$ cat src/rtl/vec_mac_unit.sv
// Pipelined multi-lane signed multiply-accumulate with valid/ready result port.
// Define SATURATE_EN to clamp the accumulator on overflow instead of wrapping.
module vec_mac_unit #(
    parameter int DATA_WIDTH  = 8,
    parameter int LANES       = 4,
    parameter int ACCUM_WIDTH = 2 * DATA_WIDTH
) (
    input  logic                          clk,
    input  logic                          rst_n,
    input  logic                          clr,
    input  logic                          in_valid,
    output logic                          in_ready,
    input  logic [LANES*DATA_WIDTH-1:0]   in1,
    input  logic [LANES*DATA_WIDTH-1:0]   in2,
    input  logic                          last,
    output logic                          out_valid,
    input  logic                          out_ready,
    output logic [ACCUM_WIDTH-1:0]        total,
    output logic                          err
);

    // state | meaning
    // IDLE  | accumulator zero, waiting for the first beat of a vector
    // ACCUM | vector in progress, beats accepted
    // DRAIN | last beat's products in flight to the accumulator
    // HOLD  | result presented, waiting for out_ready

    localparam int PROD_W = 2 * DATA_WIDTH;
    localparam int BASE_W = (ACCUM_WIDTH > PROD_W) ? ACCUM_WIDTH : PROD_W;
    localparam int SUM_W  = BASE_W + $clog2(LANES) + 1;
    localparam int WIDE_W = SUM_W + 1;

    typedef enum logic [1:0] {IDLE, ACCUM, DRAIN, HOLD} state_t;

    state_t state_q;
    state_t state_d;

    logic                          accept;
    logic                          pipe_valid;
    logic signed [DATA_WIDTH-1:0]  a_lane;
    logic signed [DATA_WIDTH-1:0]  b_lane;
    logic signed [PROD_W-1:0]      prod_d [LANES];
    logic signed [PROD_W-1:0]      prod_q [LANES];
    logic signed [SUM_W-1:0]       prod_sum;
    logic [WIDE_W-1:0]             acc_wide;
    logic [WIDE_W-ACCUM_WIDTH:0]   wide_top;
    logic                          ovf;
    logic signed [ACCUM_WIDTH-1:0] acc_q;
    logic [ACCUM_WIDTH-1:0]        acc_next;
    logic                          err_q;

    assign accept = in_valid && in_ready;

    always_ff @(posedge clk or negedge rst_n) begin
        if (!rst_n) begin
            state_q <= IDLE;
        end else begin
            state_q <= state_d;
        end
    end

    always_comb begin
        state_d = state_q;
        if (clr) begin
            state_d = IDLE;
        end else begin
            case (state_q)
                IDLE:    if (accept) state_d = last ? DRAIN : ACCUM;
                ACCUM:   if (accept && last) state_d = DRAIN;
                DRAIN:   state_d = HOLD;
                HOLD:    if (out_ready) state_d = IDLE;
                default: state_d = IDLE;
            endcase
        end
    end

    always_comb begin
        in_ready  = ((state_q == IDLE) || (state_q == ACCUM)) && !clr;
        out_valid = (state_q == HOLD);
    end

    // Operands are sign-extended to full product width so each lane product is exact.
    always_comb begin
        a_lane = '0;
        b_lane = '0;
        for (int i = 0; i < LANES; i++) begin
            a_lane    = in1[i*DATA_WIDTH +: DATA_WIDTH];
            b_lane    = in2[i*DATA_WIDTH +: DATA_WIDTH];
            prod_d[i] = $signed({{DATA_WIDTH{a_lane[DATA_WIDTH-1]}}, a_lane})
                      * $signed({{DATA_WIDTH{b_lane[DATA_WIDTH-1]}}, b_lane});
        end
    end

    always_ff @(posedge clk) begin
        if (accept) begin
            for (int i = 0; i < LANES; i++) begin
                prod_q[i] <= prod_d[i];
            end
        end
    end

    always_comb begin
        prod_sum = '0;
        for (int i = 0; i < LANES; i++) begin
            prod_sum = prod_sum + $signed({{(SUM_W-PROD_W){prod_q[i][PROD_W-1]}}, prod_q[i]});
        end
    end

    // The wide sum fits signed ACCUM_WIDTH only if all bits from the accumulator sign bit up agree.
    always_comb begin
        acc_wide = {{(WIDE_W-ACCUM_WIDTH){acc_q[ACCUM_WIDTH-1]}}, acc_q}
                 + {prod_sum[SUM_W-1], prod_sum};
        wide_top = acc_wide[WIDE_W-1:ACCUM_WIDTH-1];
        ovf      = !((&wide_top) || !(|wide_top));
`ifdef SATURATE_EN
        if (ovf) begin
            acc_next = acc_wide[WIDE_W-1] ? {1'b1, {(ACCUM_WIDTH-1){1'b0}}}
                                          : {1'b0, {(ACCUM_WIDTH-1){1'b1}}};
        end else begin
            acc_next = acc_wide[ACCUM_WIDTH-1:0];
        end
`else
        acc_next = acc_wide[ACCUM_WIDTH-1:0];
`endif
    end

    always_ff @(posedge clk or negedge rst_n) begin
        if (!rst_n) begin
            acc_q      <= '0;
            err_q      <= 1'b0;
            pipe_valid <= 1'b0;
        end else if (clr) begin
            acc_q      <= '0;
            err_q      <= 1'b0;
            pipe_valid <= 1'b0;
        end else begin
            pipe_valid <= accept;
            if ((state_q == HOLD) && out_ready) begin
                acc_q <= '0;
                err_q <= 1'b0;
            end else if (pipe_valid) begin
                acc_q <= acc_next;
                if (ovf) begin
                    err_q <= 1'b1;
                end
            end
        end
    end

    assign total = acc_q;
    assign err   = err_q;

endmodule

$ cat config.mk
export PLATFORM = sky130hd
export DESIGN_NAME = vec_mac_unit
export DESIGN_NICKNAME = d
export VERILOG_FILES = /design/src/rtl/vec_mac_unit.sv
export SDC_FILE = /design/constraint.sdc
export NUM_CORES = 1
export LEC_CHECK = 0
export ABC_CLOCK_PERIOD_IN_PS = 6250
export BUFFER_PORTS_ARGS = -buffer_cell sky130_fd_sc_hd__clkbuf_2
export CAP_MARGIN = 0
export CORE_ASPECT_RATIO = 0.8
export CORE_MARGIN = 3
export CORE_UTILIZATION = 60
export CTS_CLUSTER_SIZE = 40
export DETAILED_ROUTE_END_ITERATION = 7
export PLACE_DENSITY = 0.75
export SLEW_MARGIN = 15
export SYNTH_ARGS = -nofsm -noshare
export SYNTH_HDL_FRONTEND = slang
export SYNTH_SLANG_ARGS = --single-unit
$ cat constraint.sdc
create_clock -name clk -period 6.25 [get_ports clk]
set_clock_uncertainty 0.2 [all_clocks]
set_input_delay 0.3125 -clock clk [delete_from_list [all_inputs] [get_ports clk]]
set_output_delay 0.3125 -clock clk [all_outputs]
set_load 0.02 [all_outputs]
## Word level (Yosys, flattened, before mapping)

Memory sizes are Yosys's and may differ from the RTL's.
Cells that the tools add are included.

| storage, ports and cells | value |
|---|---|
| register bits | 20 |
| output and inout port bits | 19 |
| bits of input ports | 70 |
| RAM bits | 64 |
| memories kept | 1 |
| logic and storage cells | 50 |

Memories:

| name | depth | bits a word | rd ports | clocked after memory_dff | wr ports | RTL line | text |
|---|---|---|---|---|---|---|---|
| prod_q | 4 | 16 | 4 | 0 | 4 | 43 | `logic signed [PROD_W-1:0] prod_q [LANES];` |

| operators by class | value |
|---|---|
| multipliers | 4 |
| eq/ne operators | 7 |
| reductions and logical operators | 14 |
| mux-type cells | 16 |
| add/sub/neg operators | 4 |

Operator list:

| cell | count |
|---|---|
| multiplier 8 x 8 -> 16 bit | 4 |
| 2-to-1 mux 16 bit | 3 |
| adder 16 x 19 -> 20 bit | 1 |
| adder 18 x 16 -> 19 bit | 1 |
| adder 17 x 16 -> 18 bit | 1 |
| adder 16 x 16 -> 17 bit | 1 |
| 2-to-1 mux 2 bit | 5 |
| case mux 2 bit (4 select lines) | 1 |
| 2-to-1 mux 1 bit | 7 |
| != test 3 x 2 -> 1 bit, second input constant | 2 |
| != test 3 bit, second input constant | 2 |
| AND reduction 5 bit | 1 |
| OR reduction 5 bit | 1 |
| equality test 2 bit, second input constant | 2 |
| logical AND 1 bit | 4 |
| AND reduction 3 bit | 1 |
| nonzero test 3 bit | 1 |
| equality test 2 x 1 -> 1 bit, second input constant | 1 |
| logical NOT 1 bit | 2 |
| logical NOT 2 bit | 1 |
| logical OR 1 bit | 2 |
| AND reduction 2 bit | 1 |

## Logic depth before layout (Yosys ltp)

Gate-level depths: netlist of the first run.

| logic depth | value |
|---|---|
| word-level depth | 11 |
| gate-level depth with buffers | 18 |
| gate-level depth less buffers | 18 |

## Worst setup path before layout of the first run

Ideal clock, no wire load.

| timing path | value |
|---|---|
| path kind | register to register |
| start point | reg acc_q[7] (netlist: total[7]) |
| end point | reg err_q (netlist: err) |
| data arrival time | 4.241 ns |
| cell stages (with the launch flop) | 17 |
| data required time | 5.963 ns |
| clock period less this slack | 4.528 ns |
| library setup time | 0.087 ns |
| path slack | 1.722 ns |
| buffers on the path | 0 |
| cells stage by stage | dfrtp_1 -> inv_1 -> fa_1 -> inv_1 -> fa_1 -> inv_1 -> fa_1 -> inv_1 -> ha_1 -> o211a_1 -> a211oi_4 -> nor3_2 -> a2111o_1 -> a221oi_2 -> xnor2_1 -> and4bb_2 -> a211oi_2 |

| between the ends | value |
|---|---|
| cells in the longest elaborated chain, start to end | 6 |
| elaborated cells on any way between the ends | 7 |
| those cells by class | add/sub (1); eq/ne (1); reduce/logical (5) |

Ends and longest elaborated chain:

| element | RTL line | text |
|---|---|---|
| start, declared | 48 | `logic signed [ACCUM_WIDTH-1:0] acc_q;` |
| start signal, assigned | 142 | `acc_q <= acc_next;` |
| adder 16 x 19 -> 20 bit (*) | 112 | `+ {prod_sum[SUM_W-1], prod_sum};` |
| OR reduction 5 bit | 114 | `ovf = !((&wide_top) \|\| !(\|wide_top));` |
| logical NOT 1 bit | 114 |  |
| logical OR 1 bit (*) | 114 |  |
| != test 3 x 2 -> 1 bit (no line) (*) | -- |  |
| AND reduction 2 bit (no line) (*) | -- |  |
| end signal, assigned | 130 | `err_q <= 1'b0;` |
| end signal, assigned | 134 | `err_q <= 1'b0;` |
| end signal, assigned | 140 | `err_q <= 1'b0;` |
| end, declared | 50 | `logic err_q;` |

Every way passes the cells marked *; elsewhere a longest branch is shown, timed or not.
A chain may end at the register's enable or synchronous reset.

## Worst setup path in the final report of the first run

| timing path | value |
|---|---|
| start point | reg acc_q[9] (netlist: total[9]) |
| end point | reg err_q (netlist: err) |

Same word-level chain as after synthesis.

==> results of run 1 <==
[registers in the layout, indices dropped and copies added, names as in the netlist]
name and flops:
state_q 2, err 1, prod_q 64, total 16, pipe_valid 1
[worst max-delay path, cell delays in order, from the launching register on]
cell and delay, ns:
dfrtp_1 0.41, inv_1 0.08, fa_1 0.53, inv_1 0.07, fa_1 0.49, inv_1 0.05
fa_1 0.47, inv_1 0.04, ha_1 0.36, o211a_1 0.18, a211oi_4 0.36, nor3_2 0.06
a2111o_1 0.46, a221oi_2 0.26, xnor2_1 0.18, and4bb_2 0.26, a211oi_2 0.18
[cells in the mapped netlist (2+ instances only)]
| library cell | instances | area share, % |
|---|---|---|
| inv_1 | 442 | 11 |
| fa_1 | 270 | 36 |
| and2_1 | 154 | 6.4 |
| ha_1 | 140 | 12 |
| nand2_1 | 102 | 2.6 |
| edfxtp_1 | 64 | 13 |
| xnor2_1 | 60 | 3.5 |
| nor2_1 | 51 | 1.3 |
| nand2b_1 | 35 | 1.5 |
| o21ai_0 | 31 | 1.0 |
| a21oi_1 | 27 | 0.90 |
| dfrtp_1 | 20 | 3.3 |
| nor3_1 | 15 | 0.50 |
| mux2i_1 | 14 | 0.93 |
| a21boi_0 | 13 | 0.65 |
| nand3_1 | 13 | 0.43 |
| a21o_1 | 12 | 0.60 |
| xor2_1 | 9 | 0.53 |
| a31oi_1 | 8 | 0.33 |
| nor2b_1 | 8 | 0.33 |
| or3_1 | 8 | 0.33 |
| and3_1 | 6 | 0.25 |
| clkbuf_1 | 5 | 0.13 |
| nand3b_1 | 5 | 0.25 |
| o211ai_1 | 5 | 0.25 |
| a211oi_1 | 4 | 0.20 |
| or2_2 | 4 | 0.17 |
| o311a_1 | 3 | 0.20 |
| a211o_1 | 2 | 0.12 |
| a211oi_2 | 2 | 0.17 |
| a311oi_1 | 2 | 0.12 |
| o22ai_1 | 2 | 0.083 |
| o311ai_0 | 2 | 0.12 |
| o31ai_1 | 2 | 0.10 |
[worst paths after layout]
check | endpoint | slack, ns | startpoint
max | err | 1.51 | total[9]
min | pipe_valid | 0.05 | in_valid
max reg2reg | err | 1.51 | total[9]
min reg2reg | total[1] | 0.36 | total[1]
max in group asynchronous | total[14] | 5.21 | rst_n
min in group asynchronous | total[2] | 0.29 | rst_n
[per-stage QoR]
stage                     hold WS, ns  util, %  setup WS, ns  instances  area, sq um
after floorplan                -0.183        -          1.72       1558        15000
after global placement          0.108     64.8          1.51       1959        15800
after detailed placement        0.109     64.8          1.31       1959        15800
after CTS                      0.0356     66.1          1.53       1977        16200
after global routing           0.0671     66.1          1.21       1977        16200
final                          0.0486     66.1          1.51       1977        16200
[metal layers]
layer / GRT usage, % / up-vias
met5: 0 / -
li1: - / 4904
met2: 38.0 / 245
met1: 34.1 / 4973
met3: 4.92 / 30
met4: 3.82 / 0
[logic make-up after synthesis]
group | count (synthesis) | share of synthesized area (%)
muxes | 14 | 0.934
AOI/OAI and AO/OA | 124 | 5.53
DFF | 84 | 16.1
adders and majority gates | 410 | 47.7
buffers and inverters | 448 | 11.3
xor gates and xnor gates | 69 | 4.03
and+or+nand+nor | 409 | 14.4
[cell type report]
type / instances / area [sq um] / share of cell area, %
Inverter: 442 / 1660 / 10.3
Timing Repair Buffer: 91 / 468 / 2.90
Clock buffer: 9 / 225 / 1.39
Multi-Input combinational cell: 1026 / 10900 / 67.5
Clock inverter: 7 / 81.3 / 0.504
Tap cell: 318 / 398 / 2.46
Sequential cell: 84 / 2420 / 15.0
[cells in the final DEF (no fill, tap or decap), types with 4 or more instances in the layout]
| cell | instances |
|---|---|
| nand3b_1 | 5 |
| xor2_1 | 9 |
| nor2b_1 | 8 |
| and2_1 | 154 |
| a31oi_1 | 8 |
| or3_1 | 8 |
| a21oi_1 | 27 |
| nand2_1 | 102 |
| inv_1 | 441 |
| ha_1 | 140 |
| and3_1 | 6 |
| a21boi_0 | 13 |
| xnor2_1 | 60 |
| or2_2 | 4 |
| inv_6 | 4 |
| clkbuf_16 | 9 |
| a21o_1 | 12 |
| dfrtp_1 | 20 |
| nor2_1 | 51 |
| edfxtp_1 | 64 |
| nor3_1 | 15 |
| fa_1 | 270 |
| nand3_1 | 13 |
| nand2b_1 | 35 |
| mux2i_1 | 14 |
| clkbuf_2 | 88 |
| a211oi_1 | 4 |
| o211ai_1 | 5 |
| o21ai_0 | 31 |
==> results.ini, run 1 <==
[status]
status=complete, no violations

[sta]
tns_ns=0
fin_crit_sh_pct=75.8
fin_crit_ns=4.74
hold_viol=0
max_slew_margin_pct=36.5
fmax_mhz=211
rsz0062_at_grt=no
tightest_slew_ns=0.952
finalMaxSlewViolations=0
setup-violations-final=0

[synthesis]
synth_cell_types=52
syn_area_per_cell_sq_um=9.63
synthFlopType=edfxtp_1
synth_edf_count=64
synth_cells=1558
ys_ff_latch=84
async_flop_share_pct=23.8
syn_nets=2038
synth-seq-area-share_pct=16.1
syn_area_sq_um=15000
yosys_warnings=0

[grt]
grt_max_degree=65
grt-ovfl-total=0
grt_pass1_vias=10900
antenna_found_initial=0
grt_usage_pct=23.6
grt_pass1_wl_microns=51800

[route]
ant_nets=0
first_pass_iters=5
via_count=10200
drc=0
viasPerCell=5.14
drtIter0Drc=559
wl_microns=29400
dr.max_layer_used=met4
drt-wirelength-per-cell_microns=14.9
m1WireLength_microns=13000
wl_met3_microns=2030
wl_met2_microns=14000

[floorplan]
rows=51
die-area_sq_um=27000
ioPinCount=89
die_x_microns=183
initial_core_util_pct=61.4
coreArea_sq_um=24400
die_h_microns=147

[clock_tree]
clkLatencyLatePin_ns=0.35
post-cts-setup-buffers=0
cts_num_sinks=84
hold_buffers=2
clockBufferDepth=2
numCtsBuffers=9
clkTransAtPathRegs_ns=0.06
cts_tree=yes
root_buffer=clkbuf_16
ctsResizeCount=0
cts.htree.levels=3

[setup_path]
end_kind=flop
critPathMaxFanout=6
cp.required_ns=6.32
cp-start-kind=flop
path_class=reg -> reg
rr_worst_depth=16
arrival_ns=4.80

[hold_path]
min_path_cells=3
hp-class=in -> reg

[finish]
fillers=2008
final_nets=2134
syn_to_final_growth_pct=7.61
n_antenna_cell=0
drive_gt1_share_pct=7.11

[placement]
io_buffers=88
gp_congestion=0.939
dp_hpwl_microns=25900

[job]
cap_violations=0

Power of run 1 is not shown: default switching activity piles up to over one toggle a cycle in this logic, so the estimate is an artifact.
==> run 2, diff against run 1 <==
- ABC_CLOCK_PERIOD_IN_PS: 6250 -> 4100
- CORE_UTILIZATION: 60 -> 58
- PLACE_DENSITY: 0.75 -> 0.76
- clock period: 6.25 -> 4.1 ns (I/O delays scaled with it)
==> run 2 against run 1 <==
- the flow now finishes with violations (negative setup slack)
- final cell count is 13% higher
- hold slack better by 0.027 ns
- critical path depth stayed put
- sequential cell count stayed put
- maximum frequency is 4.8% higher
- clock-buffer cell count stayed put
- design area is 16% higher
- highest routed layer unchanged
==> results.ini, run 2 (synthesized netlist as in run 1, its figures left out) <==
[status]
status=complete, but fails checks  ; was complete, no violations
violations=negative setup slack

[setup_path]
arrival_ns=4.59  ; was 4.80 ns
crit_path_start=total[2]  ; was total[9]
timing.rr.start=total[2]  ; was total[9]
rr_worst_depth=16  ; unchanged
crit_end=err  ; unchanged
cp-start-kind=flop  ; unchanged
rr_endpoint=err  ; unchanged
r2r_setup_slack_ns=-0.42  ; was 1.51 ns
end_kind=flop  ; unchanged
cp.required_ns=4.17  ; was 6.32 ns
path_class=reg -> reg  ; unchanged
critPathMaxFanout=2  ; was 6

[floorplan]
coreArea_sq_um=25400  ; was 24400 sq um
initial_core_util_pct=59.2  ; was 61.4%
rows=52  ; was 51
ioPinCount=89  ; unchanged
die-area_sq_um=27900  ; was 27000 sq um
die_h_microns=150  ; was 147 microns
die_x_microns=186  ; was 183 microns

[finish]
n_antenna_cell=0  ; unchanged
drive_gt1_share_pct=26.2  ; was 7.11%
final_nets=2378  ; was 2134
largest_reg_flops=64  ; unchanged
largest_register=prod_q  ; unchanged
final_cells=2227  ; was 1977
fillers=1722  ; was 2008
layout_common_cells=inv_1, fa_1, buf_4  ; was inv_1, fa_1, and2_1
final_common_cell=inv_1  ; unchanged
syn_to_final_growth_pct=25.3  ; was 7.61%

[sta]
fmax_mhz=221  ; was 211 MHz
rsz0062_at_grt=yes  ; was no
setup-violations-final=5  ; was 0
finalMaxSlewViolations=0  ; unchanged
max_slew_margin_pct=35.5  ; was 36.5%
fin_crit_sh_pct=110  ; was 75.8%
fin_crit_ns=4.52  ; was 4.74 ns
tightest_slew_ns=0.967  ; was 0.952 ns
fin_ws_ns=-0.424  ; was 1.51 ns
hold_viol=0  ; unchanged

[route]
viasPerCell=5.16  ; was 5.14
drc=0  ; unchanged
drtIter0Drc=614  ; was 559
wl_microns=34600  ; was 29400 microns
ant_nets=0  ; unchanged
first_pass_iters=5  ; unchanged
via_count=11500  ; was 10200
drt-wirelength-per-cell_microns=15.6  ; was 14.9 microns

[clock_tree]
clkTransAtPathRegs_ns=0.07  ; was 0.06 ns
clkLatencyLatePin_ns=0.35  ; about the same
cts_num_sinks=84  ; unchanged
numCtsBuffers=9  ; unchanged
cts.htree.levels=3  ; unchanged
root_buffer=clkbuf_16  ; unchanged
cts_tree=yes  ; unchanged
clockBufferDepth=2  ; unchanged

[placement]
placed_cells_incl_taps=2189  ; was 1959
gp_congestion=0.932  ; was 0.939
io_buffers=88  ; unchanged
dp_hpwl_microns=28600  ; was 25900 microns

[grt]
grt-ovfl-total=0  ; unchanged
grt_pass1_wl_microns=56500  ; was 51800 microns
grt_usage_pct=25.3  ; was 23.6%
grt_max_degree=36  ; was 65
antenna_found_initial=0  ; unchanged
grt_pass1_vias=12200  ; was 10900

[job]
cap_violations=0  ; unchanged

[hold_path]
min_path_cells=4  ; was 3
min_from=out_ready  ; was in_valid
hp-class=in -> reg  ; unchanged

run 2: cell types whose count changed in the layout (fill, tap and decap cells not counted), moves of 10 or more:
cell,previous run,this run
a21oi_1,27,14
inv_1,441,424
ha_1,140,109
a21boi_2,0,10
o21ai_0,31,13
o21ai_2,0,15
a21oi_2,0,12
fa_2,0,11
ha_4,0,29
fa_1,270,259
inv_2,1,18
a21boi_0,13,1
buf_4,1,238
run 2: routing by layer:
| layer | vias to the layer above | wire length, microns | global-route usage, % |
|---|---|---|---|
| li1 | 5400 | - | - |
| met5 | - | 0 | 0 |
| met1 | 5740 | 14700 | 34.7 |
| met4 | 0 | 655 | 4.69 |
| met3 | 57 | 2040 | 3.89 |
| met2 | 284 | 17300 | 43.3 |
run 2: timing repair:
action	CTS	global route
pin swaps	34	78
buffers inserted	10	8
setup endpoints to repair	16	32
hold buffers	4	0
endpoints found under the hold margin	23	0
resized for setup	22	129
run 2: area by class of cell:
| cell class | instances | area, sq um | area share [%] |
|---|---|---|---|
| Clock inverter | 7 | 80.1 | 0.426 |
| Sequential cell | 84 | 2430 | 12.9 |
| Multi-Input combinational cell | 1026 | 11700 | 62.0 |
| Inverter | 442 | 1660 | 8.83 |
| Clock buffer | 9 | 225 | 1.20 |
| Timing Repair Buffer | 335 | 2340 | 12.4 |
| Tap cell | 324 | 405 | 2.16 |
run 2: worst min path at each step:
stage,endpoint
after floorplan,err
after global placement,state_q[1]
after detailed placement,state_q[1]
after CTS,err
after global routing,err
final,err
run 2: worst max-delay path: stages, from the launching register on:
cell	delay (ns)
dfrtp_2	0.36
inv_2	0.04
fa_1	0.55
inv_1	0.06
fa_1	0.47
inv_1	0.05
fa_1	0.50
inv_2	0.06
ha_4	0.22
a21oi_4	0.18
o2111ai_2	0.17
a21o_1	0.24
a2111o_1	0.47
a221oi_2	0.28
xnor2_1	0.18
and4bb_2	0.28
a211oi_2	0.13
run 2: stage by stage:
step	utilization, %	area, sq um	setup WS, ns	setup TNS, ns	hold WS [ns]
finish	74.1	18800	-0.424	-0.711	0.0753
global route	74.1	18800	-0.554	-2.11	0.115
CTS	71.6	18200	-0.364	-0.412	0.0737
detailed placement	69.6	17600	-0.441	-8.14	0.0120
global placement	69.6	17600	-0.334	-5.16	0.00311
floorplan	-	15100	-0.176	-0.182	-0.291
Power of run 2 is left out for the same reason.
==> run 3, diff against run 2 <==
- CORE_ASPECT_RATIO: 0.8 -> 0.9
==> run 3 against run 2 <==
- the flow still finishes with violations (negative setup slack)
- via count shrank 0.55%
- utilization shrank 0.20 points
- clock-buffer cell count grew 1
- non-clock buffer count shrank 1
- final cell count grew 0.76%
- wire length shrank 1.0%
- critical path depth is the same
- register-to-register slack gained 0.06 ns
- hold slack lost 0.067 ns
- largest cell class unchanged
==> results.ini, run 3 (synthesized netlist as in run 1, its figures left out) <==
[setup_path]
crit_path_start=total[7]  ; was total[2]
timing.rr.start=total[7]  ; was total[2]
end_kind=flop  ; unchanged
path_class=reg -> reg  ; unchanged
crit_path_max_incr_delay_ns=0.56  ; was 0.55 ns
cp_slowest_cell=fa_1  ; unchanged
critPathMaxFanout=3  ; was 2
cp_cell_sequence=inv_2 -> fa_1 -> inv_1 -> fa_1 -> inv_1 -> fa_1 -> inv_1 -> ha_4 -> o211a_1 -> a211oi_4 -> nor3_2 -> a2111o_1 -> a221oi_2 -> xnor2_1 -> and4bb_2 -> a211oi_2  ; was inv_2 -> fa_1 -> inv_1 -> fa_1 -> inv_1 -> fa_1 -> inv_2 -> ha_4 -> a21oi_4 -> o2111ai_2 -> a21o_1 -> a2111o_1 -> a221oi_2 -> xnor2_1 -> and4bb_2 -> a211oi_2
cp.required_ns=4.15  ; was 4.17 ns
cp-start-kind=flop  ; unchanged
arrival_ns=4.51  ; was 4.59 ns

[placement]
io_buffers=88  ; unchanged
gp_congestion=0.976  ; was 0.932
placed_cell_area_sq_um=17600  ; about the same
dp_hpwl_microns=27900  ; was 28600 microns

[sta]
tightest_slew_ns=0.973  ; was 0.967 ns
max_slew_margin_pct=35.1  ; was 35.5%
fin_crit_ns=4.46  ; was 4.52 ns
tns_ns=-0.601  ; was -0.711 ns
finalMaxSlewViolations=0  ; unchanged
setup-violations-final=3  ; was 5
fin_crit_sh_pct=109  ; was 110%
fmax_mhz=224  ; was 221 MHz
hold_viol=0  ; unchanged
fin_ws_ns=-0.360  ; was -0.424 ns
rsz0062_at_grt=yes  ; unchanged
timing.hold.ws_ns=0.00846  ; was 0.0753 ns

[job]
cap_violations=0  ; unchanged

[finish]
final_common_cell=inv_1  ; unchanged
final_nets=2377  ; was 2378
drive_gt1_share_pct=25.9  ; was 26.2%
final_area_sq_um=18700  ; was 18800 sq um
largest_register=prod_q  ; unchanged
largest_reg_flops=64  ; unchanged
syn_to_final_growth_pct=24.7  ; was 25.3%
fillers=1862  ; was 1722
layout_common_cells=inv_1, fa_1, buf_4  ; unchanged
n_antenna_cell=0  ; unchanged

[floorplan]
die_x_microns=176  ; was 186 microns
rows=55  ; was 52
die-area_sq_um=27800  ; was 27900 sq um
initial_core_util_pct=59.3  ; was 59.2%
ioPinCount=89  ; unchanged
die_h_microns=159  ; was 150 microns
coreArea_sq_um=25300  ; was 25400 sq um

[route]
drc=0  ; unchanged
drtIter0Drc=594  ; was 614
ant_nets=0  ; unchanged
via_count=11400  ; was 11500
viasPerCell=5.09  ; was 5.16
drt-wirelength-per-cell_microns=15.3  ; was 15.6 microns
wl_microns=34300  ; was 34600 microns
first_pass_iters=5  ; unchanged

[grt]
grt-ovfl-total=0  ; unchanged
grt_usage_pct=24.6  ; was 25.3%
grt_pass1_wl_microns=55500  ; was 56500 microns
grt_pass1_vias=12000  ; was 12200
grt_max_degree=35  ; was 36
antenna_found_initial=0  ; unchanged

[clock_tree]
cts.htree.levels=3  ; unchanged
clkTransAtPathRegs_ns=0.06  ; was 0.07 ns
clkLatencyLatePin_ns=0.34  ; was 0.35 ns
cts_tree=yes  ; unchanged
cts_num_sinks=84  ; unchanged
root_buffer=clkbuf_16  ; unchanged
clockBufferDepth=2  ; unchanged
numCtsBuffers=9  ; unchanged

[hold_path]
min_from=last  ; was out_ready
hp-class=in -> reg  ; unchanged

[status]
status=complete, but fails checks  ; unchanged
violations=negative setup slack  ; unchanged

## run 3: cell types whose count changed in the layout (fill, tap and decap cells not counted), sizes merged
cell	delta
dlygate4sd3	-1
clkbuf	-9
inv	-3
clkinvlp	+2
bufinv	-1
clkinv	+1
buf	+10
## run 3: timing repair
action,CTS,global route
setup buffers,6,22
hold buffers,3,0
pin swaps,31,83
gates resized for setup,15,159
endpoints found under the hold margin,23,0
endpoints found under the setup margin,10,33
## run 3: final cells by class
cell class / count / area (sq um) / area share (%)
Clock buffer: 10 / 229 / 1.22
Clock inverter: 6 / 40.0 / 0.214
Inverter: 442 / 1660 / 8.87
Multi-Input combinational cell: 1026 / 11500 / 61.6
Sequential cell: 84 / 2430 / 13.0
Tap cell: 342 / 428 / 2.29
Timing Repair Buffer: 334 / 2390 / 12.8
## run 3: layer usage
metal  part of all wire, %  global-route usage, %  vias to the layer above
met5                     0                      0                        -
met4                   2.3                   5.58                        0
met3                   4.2                   2.62                       71
met2                    52                   43.4                      277
met1                    42                   33.3                     5678
li1                      -                      -                     5392
## run 3: per-stage QoR
| stage | utilization, % | setup WS, ns | std cells |
|---|---|---|---|
| final | 73.9 | -0.360 | 2244 |
| after global routing | 73.9 | -0.445 | 2244 |
| after CTS | 71.2 | -0.373 | 2224 |
| after detailed placement | 69.6 | -0.386 | 2199 |
| after global placement | 69.6 | -0.284 | 2199 |
| after floorplan | - | -0.176 | 1558 |
## run 3: critical path: cells and delay by family (launching register included)
family                   cells  cell delay [ns]
adder cells (fa/ha/maj)      4             1.72
AO/OA/AOI/OAI                5             1.31
flip-flops                   1             0.38
AND/OR/NAND/NOR              2             0.35
buffers and inverters        4             0.21
XOR/XNOR                     1             0.20
## run 3: worst paths after layout
path	endpoint	slack, ns	depth (start not counted)
setup / recovery	err	-0.36	16
hold / removal	state_q[0]	0.008	3
setup reg to reg	err	-0.36	16
hold reg to reg	state_q[0]	0.38	2
max in group asynchronous	total[4]	3.11	2
min in group asynchronous	state_q[1]	0.18	2
Power of run 3 is left out for the same reason.
